**config.mk**
```make
export PLATFORM = sky130hd
export DESIGN_NAME = sim_watchdog_flat
export DESIGN_NICKNAME = d
export VERILOG_FILES = /design/src/rtl/sim_watchdog_pkg.sv /design/src/rtl/sim_watchdog_if.sv /design/src/rtl/sim_watchdog_popcnt.sv /design/src/rtl/sim_watchdog.sv /design/src/flat_wrapper.sv
export SDC_FILE = /design/constraint.sdc
export NUM_CORES = 1
export LEC_CHECK = 0
export CAP_MARGIN = 10
export CORE_MARGIN = 2
export CORE_UTILIZATION = 33
export CTS_BUF_LIST = sky130_fd_sc_hd__clkbuf_4
export DETAILED_ROUTE_END_ITERATION = 6
export MAX_ROUTING_LAYER = met4
export PLACE_DENSITY = 0.66
export SLEW_MARGIN = 10
export SYNTH_ARGS = -nofsm -noshare
export SYNTH_HDL_FRONTEND = slang
export SYNTH_SLANG_ARGS = --single-unit
```
**constraint.sdc**
```tcl
create_clock -name clk -period 7.4 [get_ports clk]
set_input_delay 1.11 -clock clk [delete_from_list [all_inputs] [get_ports clk]]
set_output_delay 1.11 -clock clk [all_outputs]
set_load 0.005 [all_outputs]
```
**src/rtl/sim_watchdog_pkg.sv**
```systemverilog
// Shared types for the simulation watchdog: FSM states, fail codes and
// a width helper for the per-cycle commit popcount.
package sim_watchdog_pkg;

  typedef enum logic [1:0] {
    ST_RUN   = 2'd0,
    ST_DRAIN = 2'd1,
    ST_PASS  = 2'd2,
    ST_FAIL  = 2'd3
  } state_e;

  typedef enum logic [1:0] {
    FC_NONE    = 2'd0,
    FC_TIMEOUT = 2'd1,
    FC_MON     = 2'd2,
    FC_MEM     = 2'd3
  } fail_code_e;

  // Bits needed to hold a count of 0..channels.
  function automatic int popcnt_w(input int channels);
    return $clog2(channels + 1);
  endfunction

endpackage

```
**src/rtl/sim_watchdog_if.sv**
```systemverilog
// Bundle of the watchdog's run-control inputs and status outputs.
// The master side (test harness) drives commits and errors; the slave
// side (the watchdog) reports completion and counters.
interface sim_watchdog_if #(
  parameter int CHANNELS = 8,
  parameter int CNT_W    = 64
);
  logic [CNT_W-1:0]    timeout_cfg;
  logic [CHANNELS-1:0] valid;
  logic [CHANNELS-1:0] halt;
  logic                mon_error;
  logic                mem_error;
  logic                done;
  logic                pass;
  logic [1:0]          fail_code;
  logic [CNT_W-1:0]    cycle_count;
  logic [CNT_W-1:0]    commit_count;

  modport master (
    output timeout_cfg, valid, halt, mon_error, mem_error,
    input  done, pass, fail_code, cycle_count, commit_count
  );

  modport slave (
    input  timeout_cfg, valid, halt, mon_error, mem_error,
    output done, pass, fail_code, cycle_count, commit_count
  );
endinterface

```
**src/rtl/sim_watchdog_popcnt.sv**
```systemverilog
// Number of set bits in the per-channel commit valid vector.
module sim_watchdog_popcnt
  import sim_watchdog_pkg::*;
#(
  parameter int CHANNELS = 8,
  parameter int OUT_W    = popcnt_w(CHANNELS)
) (
  input  logic [CHANNELS-1:0] bits_i,
  output logic [OUT_W-1:0]    count_o
);

  // Adder chain over the channel bits.
  always_comb begin
    count_o = '0;
    for (int i = 0; i < CHANNELS; i++) begin
      count_o = count_o + OUT_W'(bits_i[i]);
    end
  end

endmodule

```
**src/rtl/sim_watchdog.sv**
```systemverilog
// Simulation watchdog: ends a run as PASS on a qualified halt, or as FAIL
// on timeout or on a monitor/memory error (after a drain window).
// Counts elapsed cycles and committed instructions while the run is live.
module sim_watchdog
  import sim_watchdog_pkg::*;
#(
  parameter int CHANNELS     = 8,
  parameter int CNT_W        = 64,
  parameter int DRAIN_CYCLES = 5,
  parameter int IDLE_MODE    = 0
) (
  input logic          clk,
  input logic          rst,
  sim_watchdog_if.slave wd
);

  localparam int PC_W    = popcnt_w(CHANNELS);
  localparam int SUM_W   = ((CNT_W > PC_W) ? CNT_W : PC_W) + 1;
  localparam int DRAIN_W = (DRAIN_CYCLES < 1) ? 1 : $clog2(DRAIN_CYCLES + 1);
  localparam logic [DRAIN_W-1:0] DRAIN_LOAD = DRAIN_W'(DRAIN_CYCLES);

  state_e             state_q, state_d;
  fail_code_e         code_q, code_d;
  logic [CNT_W-1:0]   timer_q, timer_d;
  logic [CNT_W-1:0]   cfg_q;
  logic [CNT_W-1:0]   cyc_q, cyc_d;
  logic [CNT_W-1:0]   com_q, com_d;
  logic [DRAIN_W-1:0] drain_q, drain_d;
  logic               done_q, done_d;
  logic               pass_q, pass_d;

  logic [PC_W-1:0]    pop;
  logic [SUM_W-1:0]   com_sum;
  logic [CNT_W-1:0]   com_sat;
  logic [CNT_W-1:0]   cyc_sat;
  logic               live;
  logic               any_err;
  logic               halt_hit;

  sim_watchdog_popcnt #(.CHANNELS(CHANNELS)) u_popcnt (
    .bits_i  (wd.valid),
    .count_o (pop)
  );

  // Saturating counter arithmetic; the wide sum exposes any carry out.
  assign com_sum  = SUM_W'(com_q) + SUM_W'(pop);
  assign com_sat  = (com_sum[SUM_W-1:CNT_W] != '0) ? '1 : com_sum[CNT_W-1:0];
  assign cyc_sat  = (&cyc_q) ? cyc_q : cyc_q + CNT_W'(1);
  assign live     = (state_q == ST_RUN) || (state_q == ST_DRAIN);
  assign any_err  = wd.mon_error || wd.mem_error;
  assign halt_hit = |(wd.halt & wd.valid);

  // Next-state logic; in RUN the priority is error, then halt, then timeout.
  always_comb begin
    // NOTE: every output of this block gets a default first so no path
    // leaves it unassigned, which would otherwise infer a latch.
    state_d = state_q;
    code_d  = code_q;
    timer_d = timer_q;
    drain_d = drain_q;
    cyc_d   = cyc_q;
    com_d   = com_q;
    done_d  = done_q;
    pass_d  = pass_q;

    if (live) begin
      cyc_d = cyc_sat;
      com_d = com_sat;
    end

    unique case (state_q)
      ST_RUN: begin
        if (any_err) begin
          state_d = ST_DRAIN;
          code_d  = wd.mon_error ? FC_MON : FC_MEM;
          drain_d = DRAIN_LOAD;
        end else if (halt_hit) begin
          state_d = ST_PASS;
          pass_d  = 1'b1;
          done_d  = 1'b1;
        end else if (timer_q == '0) begin
          state_d = ST_FAIL;
          code_d  = FC_TIMEOUT;
          done_d  = 1'b1;
        end else if ((IDLE_MODE != 0) && (|wd.valid)) begin
          timer_d = cfg_q;
        end else begin
          timer_d = timer_q - CNT_W'(1);
        end
      end
      ST_DRAIN: begin
        // Halts and later errors are ignored; the latched code stands.
        if (drain_q == '0) begin
          state_d = ST_FAIL;
          done_d  = 1'b1;
        end else begin
          drain_d = drain_q - DRAIN_W'(1);
        end
      end
      default: ; // PASS and FAIL hold until reset
    endcase
  end

  // State registers with synchronous reset that restarts the run.
  always_ff @(posedge clk) begin
    // NOTE: sequential state uses non-blocking assignments so every
    // register samples pre-edge values regardless of statement order.
    if (rst) begin
      state_q <= ST_RUN;
      code_q  <= FC_NONE;
      timer_q <= wd.timeout_cfg;
      cfg_q   <= wd.timeout_cfg;
      drain_q <= '0;
      cyc_q   <= '0;
      com_q   <= '0;
      done_q  <= 1'b0;
      pass_q  <= 1'b0;
    end else begin
      state_q <= state_d;
      code_q  <= code_d;
      timer_q <= timer_d;
      drain_q <= drain_d;
      cyc_q   <= cyc_d;
      com_q   <= com_d;
      done_q  <= done_d;
      pass_q  <= pass_d;
    end
  end

  assign wd.done         = done_q;
  assign wd.pass         = pass_q;
  assign wd.fail_code    = code_q;
  assign wd.cycle_count  = cyc_q;
  assign wd.commit_count = com_q;

endmodule
```
**src/flat_wrapper.sv**
```systemverilog
// flat-port wrapper written by rule: the top's interface ports become plain ports
module sim_watchdog_flat import sim_watchdog_pkg::*;
#(
  parameter int CHANNELS     = 8,
  parameter int CNT_W        = 64,
  parameter int DRAIN_CYCLES = 5,
  parameter int IDLE_MODE    = 0
)
  (clk, rst, wd_timeout_cfg, wd_valid, wd_halt, wd_mon_error, wd_mem_error, wd_done, wd_pass, wd_fail_code, wd_cycle_count, wd_commit_count);
  sim_watchdog_if #(.CHANNELS(CHANNELS), .CNT_W(CNT_W)) wd_i ();
  input logic clk;
  input logic rst;
  input wire logic [$bits(wd_i.timeout_cfg)-1:0] wd_timeout_cfg;
  input wire logic [$bits(wd_i.valid)-1:0] wd_valid;
  input wire logic [$bits(wd_i.halt)-1:0] wd_halt;
  input wire logic [$bits(wd_i.mon_error)-1:0] wd_mon_error;
  input wire logic [$bits(wd_i.mem_error)-1:0] wd_mem_error;
  output wire logic [$bits(wd_i.done)-1:0] wd_done;
  output wire logic [$bits(wd_i.pass)-1:0] wd_pass;
  output wire logic [$bits(wd_i.fail_code)-1:0] wd_fail_code;
  output wire logic [$bits(wd_i.cycle_count)-1:0] wd_cycle_count;
  output wire logic [$bits(wd_i.commit_count)-1:0] wd_commit_count;
  assign wd_i.timeout_cfg = wd_timeout_cfg;
  assign wd_i.valid = wd_valid;
  assign wd_i.halt = wd_halt;
  assign wd_i.mon_error = wd_mon_error;
  assign wd_i.mem_error = wd_mem_error;
  assign wd_done = wd_i.done;
  assign wd_pass = wd_i.pass;
  assign wd_fail_code = wd_i.fail_code;
  assign wd_cycle_count = wd_i.cycle_count;
  assign wd_commit_count = wd_i.commit_count;
  sim_watchdog #(.CHANNELS(CHANNELS), .CNT_W(CNT_W), .DRAIN_CYCLES(DRAIN_CYCLES), .IDLE_MODE(IDLE_MODE)) u_core (.clk(clk), .rst(rst), .wd(wd_i));
endmodule
```
==> key figures, run 1 <==
STA
  – Final setup TNS: 0 ps
  – Setup violators final: 0
  – Slew HR: a little under a third
  – Final hold viol count: 0
  – Clock skew: just under 40 ps
  – Max Fclk: 195 MHz
  – Final critical path time including I/O delays and setup: 5140 ps
  – Worst slew pin tran: 1020 ps
  – Max Slew Vio Count: 0
  – Fin crit share: 69.4%
  – RSZ-0062 raised after global routing: false

Worst hold path
  – Hold Crit Class: register to register

Logic synthesis
  – Mux share of post-synthesis cell area: under 10%
  – Yosys warning count: 0
  – Synth Area in Adders: under 10%
  – Largest area contributor in the netlist: dfxtp_1
  – Post-Synth XOR/XNOR Area: 11.0%
  – Compound-Gate Fraction of Synth Area: 12.8%
  – Most used DFF post-synth: dfxtp_1
  – Post-synthesis sequential area ratio: 42.6%
  – Mapped Nets: 1,363
  – FF+latch count, synth: 201
  – Top-area cell type share of the netlist area: 25.0%
  – Mapped cell area: 0.0110 mm2
  – Largest cells by area after synthesis: dfxtp_1 25%, edfxtp_1 18%, xnor2_1 7.0%, nand2_1 4.5%, a21oi_1 4.4%
  – Most common cell in the netlist: dfxtp_1
  – Number of synthesized flops with an enable pin: 64
  – Commonest cells in the netlist: 137 x dfxtp_1, 130 x nand2_1, 103 x nor2_1
  – Number of distinct library cells after synthesis: 64
  – Main combinational cell family by area after synthesis: simple AND/OR/NAND/NOR gates
  – Avg Cell Area, Syn: 8.67 um2
  – Synth Area in Simple Gates: 26.7%
  – Gate Count Post-Synth: around 1,300
  – FFs w/ async S/R, synth: 0%

Layout
  – Layout area overhead: 30.1%
  – Core Util, Final: 43.7%
  – Layout cells sized above 1: approximately 8.9%
  – Layout net count: 1,594
  – Fillers: 3,212
  – Design Area, Final: 0.0143 mm2

Global routing
  – GRT Util Overall: a little under a fifth
  – Grt ovf: 0
  – Vias in the first global route: 10,130
  – First-pass GRT wire length: 51.3 mm
  – Pin count of the biggest net entering global routing: 97
  – Initial antenna violation count: 1

Setup path
  – R2R Setup Slk: ~3400 ps
  – Critical Path End: u_core.wd.commit_count[11]$_SDFFE_PP0P_
  – Worst R2R Start: u_core.wd.commit_count[0]$_SDFFE_PP0P_
  – Cell mode on critical path: fa_1
  – Required @ worst endpoint: 7980 ps
  – Worst EP arrival: 5720 ps
  – Critical Path Start Type: input port
  – CP Class: input port to register
  – Critical path's slowest cell: fa_1
  – R2R depth: 12
  – Reg-to-reg endpoint: u_core.wd.commit_count[11]$_SDFFE_PP0P_
  – Critical Path Source: wd_valid[0]
  – CP max stage delay: 630 ps
  – Crit-path max FO: 56
  – Critical path capture point type: register
  – Crit-path cells: clkdlybuf4s50_1, fa_1, inv_1, fa_1, fa_1, fa_1, inv_1, fa_1, a211oi_1, nor2_1, nand4_1, or3_1, buf_4, a21oi_1

Clock network
  – Post-CTS setup buffers: 0
  – Post-CTS sizing: 0
  – CTS tree: yes
  – Hold_buf cts: 0
  – Clock-pin transition on the worst setup and hold timing paths: 70 ps
  – CTS Sinks: 201
  – Worst-Skew Late Latency: 690 ps
  – CTS root buf: clkbuf_4
  – Max clock buf depth: 3
  – H-tree levels: 2
  – CTS buffer count: 57

Floorplan
  – DIE AREA: 0.0347 mm2
  – Num rows: 66
  – Die Span Y: 186 um
  – IO Count: 216
  – Core area: 0.0326 mm2
  – Initial core utilization: 33.6%
  – Chip width: 186 um

Drt
  – DR iter-0 viols: 651
  – WL/cell: between 15 and 20 um
  – Drt pass-1 iters: 5
  – Via density: 5.28
  – # DRC: 0
  – DR vias: 10,482
  – Final WL: around 32 mm
  – Routed Antenna Nets: 0

Placement
  – Placer congestion estimate: 0.840
  – HPWL Detailed: around 22 mm
  – PortBufs: roughly 220
  – Cell Area, Placed: 0.0135 mm2

Pwr
  – Peak supply drop: 0.114 mV
  – Net Sw Power: around 720 uW
  – Static Leak: 4.49 nW
  – Internal power: 1.93 mW
  – Seq pwr share: 46.6%
  – Net Sw Frac: 27.0%
  – Clock share of power: 40.6%
  – Power per cell area: 186 mW/mm2
  – Comb power frac: 12.8%

Outcome
  – Run status: finished clean

Run
  – Max_cap viols: 0
-- power by group through the flow --
stage	clock network [mW]	registers, mW	logic (mW)
3_3_place_gp	0	1.26	0.338
4_1_cts	1.12	1.24	0.344
6_report	1.07	1.24	0.339
2_1_floorplan	0	1.25	0.213
3_5_place_dp	0	1.26	0.341
5_1_grt	1.17	1.24	0.381
-- state kept, by name, indices dropped and copies added, names as in the netlist --
| signal | flops |
|---|---|
| u_core.wd.commit_count | 64 |
| u_core.timer_q | 64 |
| u_core.wd.cycle_count | 64 |
| u_core.wd.fail_code | 2 |
| u_core.wd.pass | 1 |
| u_core.wd.done | 1 |
| u_core.drain_q | 3 |
| u_core.state_q | 2 |
-- how the worst min path moves through the flow --
stage,cells past startpoint,from,endpoint
finish,2,u_core.wd.pass$_SDFFE_PP0P_,u_core.wd.pass$_SDFFE_PP0P_
global route,2,u_core.wd.commit_count[1]$_SDFFE_PP0P_,u_core.wd.commit_count[1]$_SDFFE_PP0P_
CTS,2,u_core.wd.pass$_SDFFE_PP0P_,u_core.wd.pass$_SDFFE_PP0P_
detailed placement,2,u_core.wd.pass$_SDFFE_PP0P_,u_core.wd.pass$_SDFFE_PP0P_
global placement,2,u_core.wd.done$_SDFFE_PP0P_,u_core.wd.done$_SDFFE_PP0P_
floorplan,2,u_core.wd.done$_SDFFE_PP0P_,u_core.wd.done$_SDFFE_PP0P_
-- metrics by stage --
step,hold slack (ps),power (mW),cells,setup WS (ps)
finish,477,2.65,1984,2260
global route,517,2.79,1984,2080
CTS,482,2.70,1983,2360
detailed placement,462,1.60,1878,1610
global placement,461,1.60,1878,1690
floorplan,460,1.46,1264,2500
-- cell families (layout without fill, tap and decap cells) --
| kind of cell | count (synthesis) | in the layout |
|---|---|---|
| buffers and inverters | 89 | 366 |
| adder cells (fa/ha/maj) | 15 | 15 |
| other | 0 | 1 |
| flip-flops | 201 | 201 |
| multiplexers | 13 | 13 |
| AO/OA/AOI/OAI | 245 | 245 |
| XOR/XNOR | 138 | 138 |
| AND/OR/NAND/NOR | 563 | 563 |
-- placed cells by master (no fill, tap or decap), types with 7 or more instances in the layout --
cell and n:
or3_1 31, a21o_1 7, inv_1 35, mux2_2 12
a21oi_1 97, buf_4 10, o31ai_1 14, or4_1 22
xnor2_1 87, a211oi_1 10, a31oi_1 7, nor2b_1 10
clkbuf_4 88, nand2_1 130, and3_1 12, or2_2 7
and4_1 14, xor2_1 51, dfxtp_1 137, edfxtp_1 64
ha_1 10, nor2_1 103, nor3_1 55, nand3_1 59
nor4_1 33, nand4_1 60, clkdlybuf4s50_1 214, o21ai_0 82
clkinv_1 14
-- per-layer routing --
metal | part of all wire [%] | track usage, % | vias to the layer above
met5 | 0 | - | -
met4 | 1.9 | 5.76 | 0
met3 | 8.2 | 4.46 | 55
met2 | 45 | 28.9 | 378
met1 | 45 | 24.2 | 4924
li1 | - | - | 5125
-- area by class of cell --
type                    count  area, um2  area share, %
clock buffers              88        661           4.63
well taps                 442        553           3.88
clock inverters            17       96.3          0.675
diodes                      1       2.50         0.0175
flip-flops and latches    201       4660           32.7
multi-input cells         974       5920           41.5
repair buffers            225       2230           15.6
inverters                  36        135          0.947
-- worst max-delay path, delay by kind of cell --
kind                     cells  cell delay, ps
AND/OR/NAND/NOR              3            1100
AO/OA/AOI/OAI                2             350
adder cells (fa/ha/maj)      5            2190
buffers and inverters        4             920
(Power assumes the default switching activity.)
==> run 2: changes to the inputs <==
==> constraint.sdc (replaced) <==
create_clock -name clk -period 5.2 [get_ports clk]
set_input_delay 0.78 -clock clk [delete_from_list [all_inputs] [get_ports clk]]
set_output_delay 0.78 -clock clk [all_outputs]
set_load 0.005 [all_outputs]
==> run 2 against run 1 <==
Clock power increased by 50%; sequential share of layout area shrank 0.24 points; final area increased by 0.73%; cell count is 0.76% higher; non-clock buffer count rose by 7; register-to-register slack worse by 1900 ps; die area did not move; global-route usage rose by 0.29 points; worst setup slack worse by 1500 ps; critical path type unchanged; largest cell class unchanged; largest power group unchanged.
==> key figures, run 2 (synthesized netlist as in run 1, its figures left out) <==
Outcome
  – Run status: finished clean (unchanged)

Setup path
  – Worst EP arrival: 4960 ps (was 5720 ps)
  – Critical path buffer and inverter count: 4 (unchanged)
  – Critical Path Start Type: input port (unchanged)
  – Reg-to-reg endpoint: u_core.timer_q[48]$_DFFE_PP_ (was u_core.wd.commit_count[11]$_SDFFE_PP0P_)
  – Top delay family on crit path: adder cells (unchanged)
  – Worst R2R Start: u_core.timer_q[34]$_DFFE_PP_ (was u_core.wd.commit_count[0]$_SDFFE_PP0P_)
  – R2R depth: 6 (was 12)
  – Crit-path max FO: 7 (was 56)
  – CP max stage delay: 630 ps (about the same)
  – Required @ worst endpoint: 5730 ps (was 7980 ps)
  – Cell mode on critical path: fa_1 (unchanged)
  – Critical path capture point type: register (unchanged)
  – Crit-path cells: clkdlybuf4s50_1, fa_1, inv_1, fa_1, fa_1, fa_1, inv_1, fa_1, a211oi_1, nor2_1, buf_4, nand4_1, nor3_1, xnor2_1, a21oi_1 (was clkdlybuf4s50_1, fa_1, inv_1, fa_1, fa_1, fa_1, inv_1, fa_1, a211oi_1, nor2_1, nand4_1, or3_1, buf_4, a21oi_1)
  – Critical Path Source: wd_valid[0] (unchanged)
  – Critical path's slowest cell: fa_1 (unchanged)
  – CP Class: input port to register (unchanged)
  – R2R Setup Slk: 1480 ps (was 3400 ps)

Global routing
  – GRT Util Overall: 19.0% (was 18.7%)
  – Pin count of the biggest net entering global routing: 106 (was 97)
  – Vias in the first global route: 10,307 (was 10,130)
  – Initial antenna violation count: 4 (was 1)
  – First-pass GRT wire length: 52.1 mm (was 51.3 mm)
  – Grt ovf: 0 (unchanged)

Pwr
  – Comb power frac: 12.7% (was 12.8%)
  – Net Sw Frac: 26.9% (was 27.0%)
  – Power per cell area: 268 mW/mm2 (was 186 mW/mm2)
  – Internal power: 2.81 mW (was 1.93 mW)
  – Total power: 3.85 mW (was 2.65 mW)
  – Static Leak: 4.55 nW (was 4.49 nW)
  – Clock share of power: 41.6% (was 40.6%)
  – Seq pwr share: 45.7% (was 46.6%)
  – Peak supply drop: 0.141 mV (was 0.114 mV)
  – Net Sw Power: 1.03 mW (was 715 uW)

STA
  – Final hold viol count: 0 (unchanged)
  – Setup violators final: 0 (unchanged)
  – Final setup TNS: 0 ps (unchanged)
  – Worst slew pin tran: 1120 ps (was 1020 ps)
  – Max Fclk: 225 MHz
  – Clock skew: 40.0 ps (was 39.1 ps)
  – Final critical path time including I/O delays and setup: 4440 ps
  – Slew HR: 25.3% (was 31.7%)
  – Max Slew Vio Count: 0 (unchanged)
  – RSZ-0062 raised after global routing: false (unchanged)
  – Fin crit share: 85.3%

Drt
  – # DRC: 0 (unchanged)
  – Final WL: 32.6 mm (was 32.4 mm)
  – Top routing layer in use: met4 (unchanged)
  – WL met3: 2.43 mm (was 2.65 mm)
  – Routed Antenna Nets: 0 (unchanged)
  – Drt pass-1 iters: 4 (was 5)
  – DR iter-0 viols: 623 (was 651)
  – Routed wl met2: 14.8 mm (was 14.4 mm)
  – WL met1: 14.7 mm (about the same)
  – DR vias: 10,474 (was 10,482)
  – Via density: 5.24 (was 5.28)
  – WL/cell: 16.3 um (about the same)

Layout
  – Design Area, Final: 0.0144 mm2 (was 0.0143 mm2)
  – Most frequent cells in the layout: 214 x clkdlybuf4s50_1, 137 x dfxtp_1, 130 x nand2_1 (unchanged)
  – Layout net count: 1,603 (was 1,594)
  – Layout cells sized above 1: 9.27% (was 8.89%)
  – Commonest non-fill, non-tap cell in the layout: clkdlybuf4s50_1 (unchanged)
  – Fillers: 3,246 (was 3,212)
  – Non-filler instance count after layout: 1,999 (was 1,984)
  – Layout area overhead: 31.1% (was 30.1%)

Worst hold path
  – Hold path start: u_core.wd.done$_SDFFE_PP0P_ (was u_core.wd.pass$_SDFFE_PP0P_)
  – Hold EP: u_core.wd.done$_SDFFE_PP0P_ (was u_core.wd.pass$_SDFFE_PP0P_)
  – Hold Crit Class: register to register (unchanged)
  – Hold Path Depth: 2 (unchanged)

Floorplan
  – Chip width: 186 um (unchanged)
  – Initial core utilization: 33.6% (unchanged)
  – IO Count: 216 (unchanged)
  – DIE AREA: 0.0347 mm2 (unchanged)
  – Num rows: 66 (unchanged)
  – Die Span Y: 186 um (unchanged)
  – Core area: 0.0326 mm2 (unchanged)

Placement
  – Placed cells: 1,885 (was 1,878)
  – Placer congestion estimate: 0.857 (was 0.840)
  – PortBufs: 215 (unchanged)
  – HPWL Detailed: 22.9 mm (was 22.5 mm)
  – Cell Area, Placed: 0.0136 mm2 (was 0.0135 mm2)

Clock network
  – Post-CTS sizing: 0 (unchanged)
  – Post-CTS setup buffers: 0 (unchanged)
  – CTS root buf: clkbuf_4 (unchanged)
  – Clock-pin transition on the worst setup and hold timing paths: 60 ps (was 70 ps)
  – CTS tree: yes (unchanged)
  – CTS buffer count: 59 (was 57)
  – H-tree levels: 2 (unchanged)
  – Worst-Skew Late Latency: 700 ps (was 690 ps)
  – Hold_buf cts: 0 (unchanged)
  – CTS Sinks: 201 (unchanged)
  – Max clock buf depth: 3 (unchanged)

Run
  – Max_cap viols: 0 (unchanged)
==> run 2: worst reg2reg max path: cells and delay by family, from the launching register on <==
family | cells | cell delay (ps)
DFF | 1 | 440
and+or+nand+nor | 4 | 2230
AOI/OAI and AO/OA | 1 | 350
buffers and inverters | 1 | 420
==> run 2: cell type report <==
type	count	area (um2)	share of cell area, %
antenna	4	10.0	0.0697
clock buffer	89	668	4.65
clock inverter	21	133	0.923
inverter	36	135	0.941
multi-input combinational	974	5920	41.2
sequential	201	4660	32.5
tap	442	553	3.85
timing repair buffer	232	2280	15.9
==> run 2: metrics by stage <==
step	worst slack [ps]	util [%]	hold slack [ps]
floorplan	634	-	460
global placement	146	41.6	459
global route	614	44.0	545
finish	764	44.0	492
detailed placement	49.4	41.6	468
CTS	861	44.0	501
==> run 2: worst max-delay path by stage <==
stage | endpoint | slack [ps] | cells past startpoint
CTS | u_core.wd.commit_count[46]$_SDFFE_PP0P_ | 860 | 15
global route | u_core.wd.commit_count[46]$_SDFFE_PP0P_ | 610 | 15
floorplan | u_core.wd.commit_count[27]$_SDFFE_PP0P_ | 630 | 14
global placement | u_core.wd.commit_count[58]$_SDFFE_PP0P_ | 150 | 15
finish | u_core.wd.commit_count[46]$_SDFFE_PP0P_ | 760 | 15
detailed placement | u_core.wd.commit_count[46]$_SDFFE_PP0P_ | 50 | 15
==> run 2: power by group through the flow <==
| stage | registers [mW] | clock network, mW | logic [mW] |
|---|---|---|---|
| finish | 1.76 | 1.60 | 0.487 |
| global route | 1.77 | 1.74 | 0.552 |
| CTS | 1.76 | 1.66 | 0.493 |
| detailed placement | 1.79 | 0 | 0.489 |
| global placement | 1.79 | 0 | 0.487 |
| floorplan | 1.78 | 0 | 0.304 |
==> run 2: per-layer routing <==
metal	track usage, %	up-vias
li1	-	5137
met3	4.69	59
met1	24.2	4941
met2	29.8	337
met4	5.54	0
met5	-	-
==> run 3: changes to the inputs <==
--- a/config.mk
+++ b/config.mk
@@ -12,6 +12,8 @@
 export DETAILED_ROUTE_END_ITERATION = 6
 export MAX_ROUTING_LAYER = met4
 export PLACE_DENSITY = 0.66
+export RECOVER_POWER = 25
+export SKIP_LAST_GASP = 1
 export SLEW_MARGIN = 10
 export SYNTH_ARGS = -nofsm -noshare
 export SYNTH_HDL_FRONTEND = slang
==> run 3 against run 2 <==
The run now ends with max-capacitance violations, max-slew violations left; largest cell class unchanged; final area decreased by 0.10%; register-to-register slack worse by 30 ps; non-clock buffer count did not move; first-iteration DRC count shrank 15%.
==> key figures, run 3 (synthesized netlist as in run 1, its figures left out) <==
Outcome
  – Run status: finished, violations left (was finished clean)
  – Violated checks: max-capacitance violations, max-slew violations

STA
  – Clock skew: 41.5 ps (was 40.0 ps)
  – Final critical path time including I/O delays and setup: 4500 ps (was 4440 ps)
  – Fin Hold WS: 484 ps (was 492 ps)
  – Final setup TNS: 0 ps (unchanged)
  – Slew HR: -44.8% (was 25.3%)
  – Setup violators final: 0 (unchanged)
  – Final hold viol count: 0 (unchanged)
  – Max Slew Vio Count: 212 (was 0)
  – Max Fclk: 222 MHz (was 225 MHz)
  – Setup ws final: 704 ps (was 764 ps)
  – Fin crit share: 86.5% (was 85.3%)
  – Worst slew pin tran: 2170 ps (was 1120 ps)
  – RSZ-0062 raised after global routing: false (unchanged)

Setup path
  – Crit-path max FO: 7 (unchanged)
  – Worst EP arrival: 4970 ps (was 4960 ps)
  – CP max stage delay: 640 ps (was 630 ps)
  – Critical Path Source: wd_valid[0] (unchanged)
  – Critical path capture point type: register (unchanged)
  – R2R Setup Slk: 1450 ps (was 1480 ps)
  – Required @ worst endpoint: 5680 ps (was 5730 ps)
  – R2R depth: 13 (was 6)
  – Worst R2R Start: u_core.wd.commit_count[0]$_SDFFE_PP0P_ (was u_core.timer_q[34]$_DFFE_PP_)
  – Critical path's slowest cell: fa_1 (unchanged)
  – Critical Path Start Type: input port (unchanged)
  – Cell mode on critical path: fa_1 (unchanged)
  – Reg-to-reg endpoint: u_core.wd.commit_count[46]$_SDFFE_PP0P_ (was u_core.timer_q[48]$_DFFE_PP_)
  – Critical Path End: u_core.wd.commit_count[46]$_SDFFE_PP0P_ (unchanged)
  – CP Class: input port to register (unchanged)
  – Crit-path cells: clkdlybuf4s50_1, fa_1, inv_1, fa_1, fa_1, fa_1, inv_1, fa_1, a211oi_1, nor2_1, buf_4, nand4_1, nor3_1, xnor2_1, a21oi_1 (unchanged)

Drt
  – Drt pass-1 iters: 5 (was 4)
  – Via density: 5.24 (about the same)
  – # DRC: 0 (unchanged)
  – DR vias: 10,473 (was 10,474)
  – Routed Antenna Nets: 0 (unchanged)
  – WL/cell: 16.3 um (about the same)
  – DR iter-0 viols: 529 (was 623)
  – Final WL: 32.7 mm (was 32.6 mm)

Worst hold path
  – Hold Path Depth: 2 (unchanged)
  – Hold Crit Class: register to register (unchanged)

Clock network
  – CTS buffer count: 59 (unchanged)
  – CTS Sinks: 201 (unchanged)
  – H-tree levels: 2 (unchanged)
  – Max clock buf depth: 3 (unchanged)
  – Post-CTS setup buffers: 0 (unchanged)
  – Hold_buf cts: 0 (unchanged)
  – Clock-pin transition on the worst setup and hold timing paths: 60 ps (about the same)
  – CTS tree: yes (unchanged)
  – CTS root buf: clkbuf_4 (unchanged)
  – Post-CTS sizing: 0 (unchanged)
  – Worst-Skew Late Latency: 700 ps (about the same)

Placement
  – HPWL Detailed: 22.9 mm (unchanged)
  – Placer congestion estimate: 0.857 (unchanged)
  – PortBufs: 215 (unchanged)
  – Dpl ws: 49.4 ps (unchanged)
  – Cell Area, Placed: 0.0136 mm2 (unchanged)

Floorplan
  – IO Count: 216 (unchanged)
  – Chip width: 186 um (unchanged)
  – Num rows: 66 (unchanged)
  – DIE AREA: 0.0347 mm2 (unchanged)
  – Core area: 0.0326 mm2 (unchanged)
  – Die Span Y: 186 um (unchanged)
  – Initial core utilization: 33.6% (unchanged)

Pwr
  – Static Leak: 4.77 nW (was 4.55 nW)
  – Power per cell area: 268 mW/mm2 (about the same)
  – Peak supply drop: 0.141 mV (about the same)

Global routing
  – Vias in the first global route: 10,307 (unchanged)
  – GRT Util Overall: 19.0% (unchanged)
  – Grt ovf: 0 (unchanged)
  – First-pass GRT wire length: 52.1 mm (unchanged)
  – Initial antenna violation count: 4 (unchanged)
  – Pin count of the biggest net entering global routing: 106 (unchanged)

Layout
  – Commonest non-fill, non-tap cell in the layout: clkdlybuf4s50_1 (unchanged)
  – Most frequent cells in the layout: 145 x clkdlybuf4s50_1, 137 x dfxtp_1, 130 x nand2_1 (was 214 x clkdlybuf4s50_1, 137 x dfxtp_1, 130 x nand2_1)
  – Layout net count: 1,603 (unchanged)
  – Layout area overhead: 30.9% (was 31.1%)
  – Design Area, Final: 0.0144 mm2 (about the same)
  – Layout cells sized above 1: 9.21% (was 9.27%)

Run
  – Max_cap viols: 2 (was 0)
## run 3: area by class of cell
cell class / count / area (um2)
multi-input combinational: 974 / 5920
fill: 3247 / 18300
timing repair buffer: 232 / 2270
clock inverter: 21 / 133
antenna: 4 / 10.0
clock buffer: 89 / 668
tap: 442 / 553
sequential: 201 / 4660
inverter: 36 / 135
## run 3: how the worst min path moves through the flow
stage / from / endpoint / slack (ps)
floorplan: u_core.wd.done$_SDFFE_PP0P_ / u_core.wd.done$_SDFFE_PP0P_ / 460
global placement: u_core.wd.done$_SDFFE_PP0P_ / u_core.wd.done$_SDFFE_PP0P_ / 460
global route: u_core.wd.pass$_SDFFE_PP0P_ / u_core.wd.pass$_SDFFE_PP0P_ / 540
finish: u_core.wd.done$_SDFFE_PP0P_ / u_core.wd.done$_SDFFE_PP0P_ / 480
detailed placement: u_core.wd.pass$_SDFFE_PP0P_ / u_core.wd.pass$_SDFFE_PP0P_ / 470
CTS: u_core.wd.done$_SDFFE_PP0P_ / u_core.wd.done$_SDFFE_PP0P_ / 500
## run 3: worst max-delay path, delay by kind of cell
kind | cells | cell delay, ps
AOI/OAI and AO/OA | 2 | 220
and+or+nand+nor | 3 | 830
xor gates and xnor gates | 1 | 150
adders and majority gates | 5 | 2210
buffers and inverters | 4 | 790
## run 3: through the flow
stage	utilization (%)	instances	power (mW)
CTS	44.0	1995	3.91
floorplan	-	1264	2.08
global route	44.0	1999	4.06
detailed placement	41.6	1885	2.28
finish	44.0	1999	3.84
global placement	41.6	1885	2.28
## run 3: power by group
part | total (mW) | internal, mW | switching, mW
registers | 1.76 | 1.70 | 0.0630
clock network | 1.60 | 0.877 | 0.724
logic | 0.485 | 0.238 | 0.246
total | 3.84 | 2.81 | 1.03
## run 3: layer usage
layer | routed length (um) | GRT usage (%)
met3 | 2540 | 4.69
met1 | 14600 | 24.2
met5 | 0 | -
met2 | 14900 | 29.8
met4 | 594 | 5.54
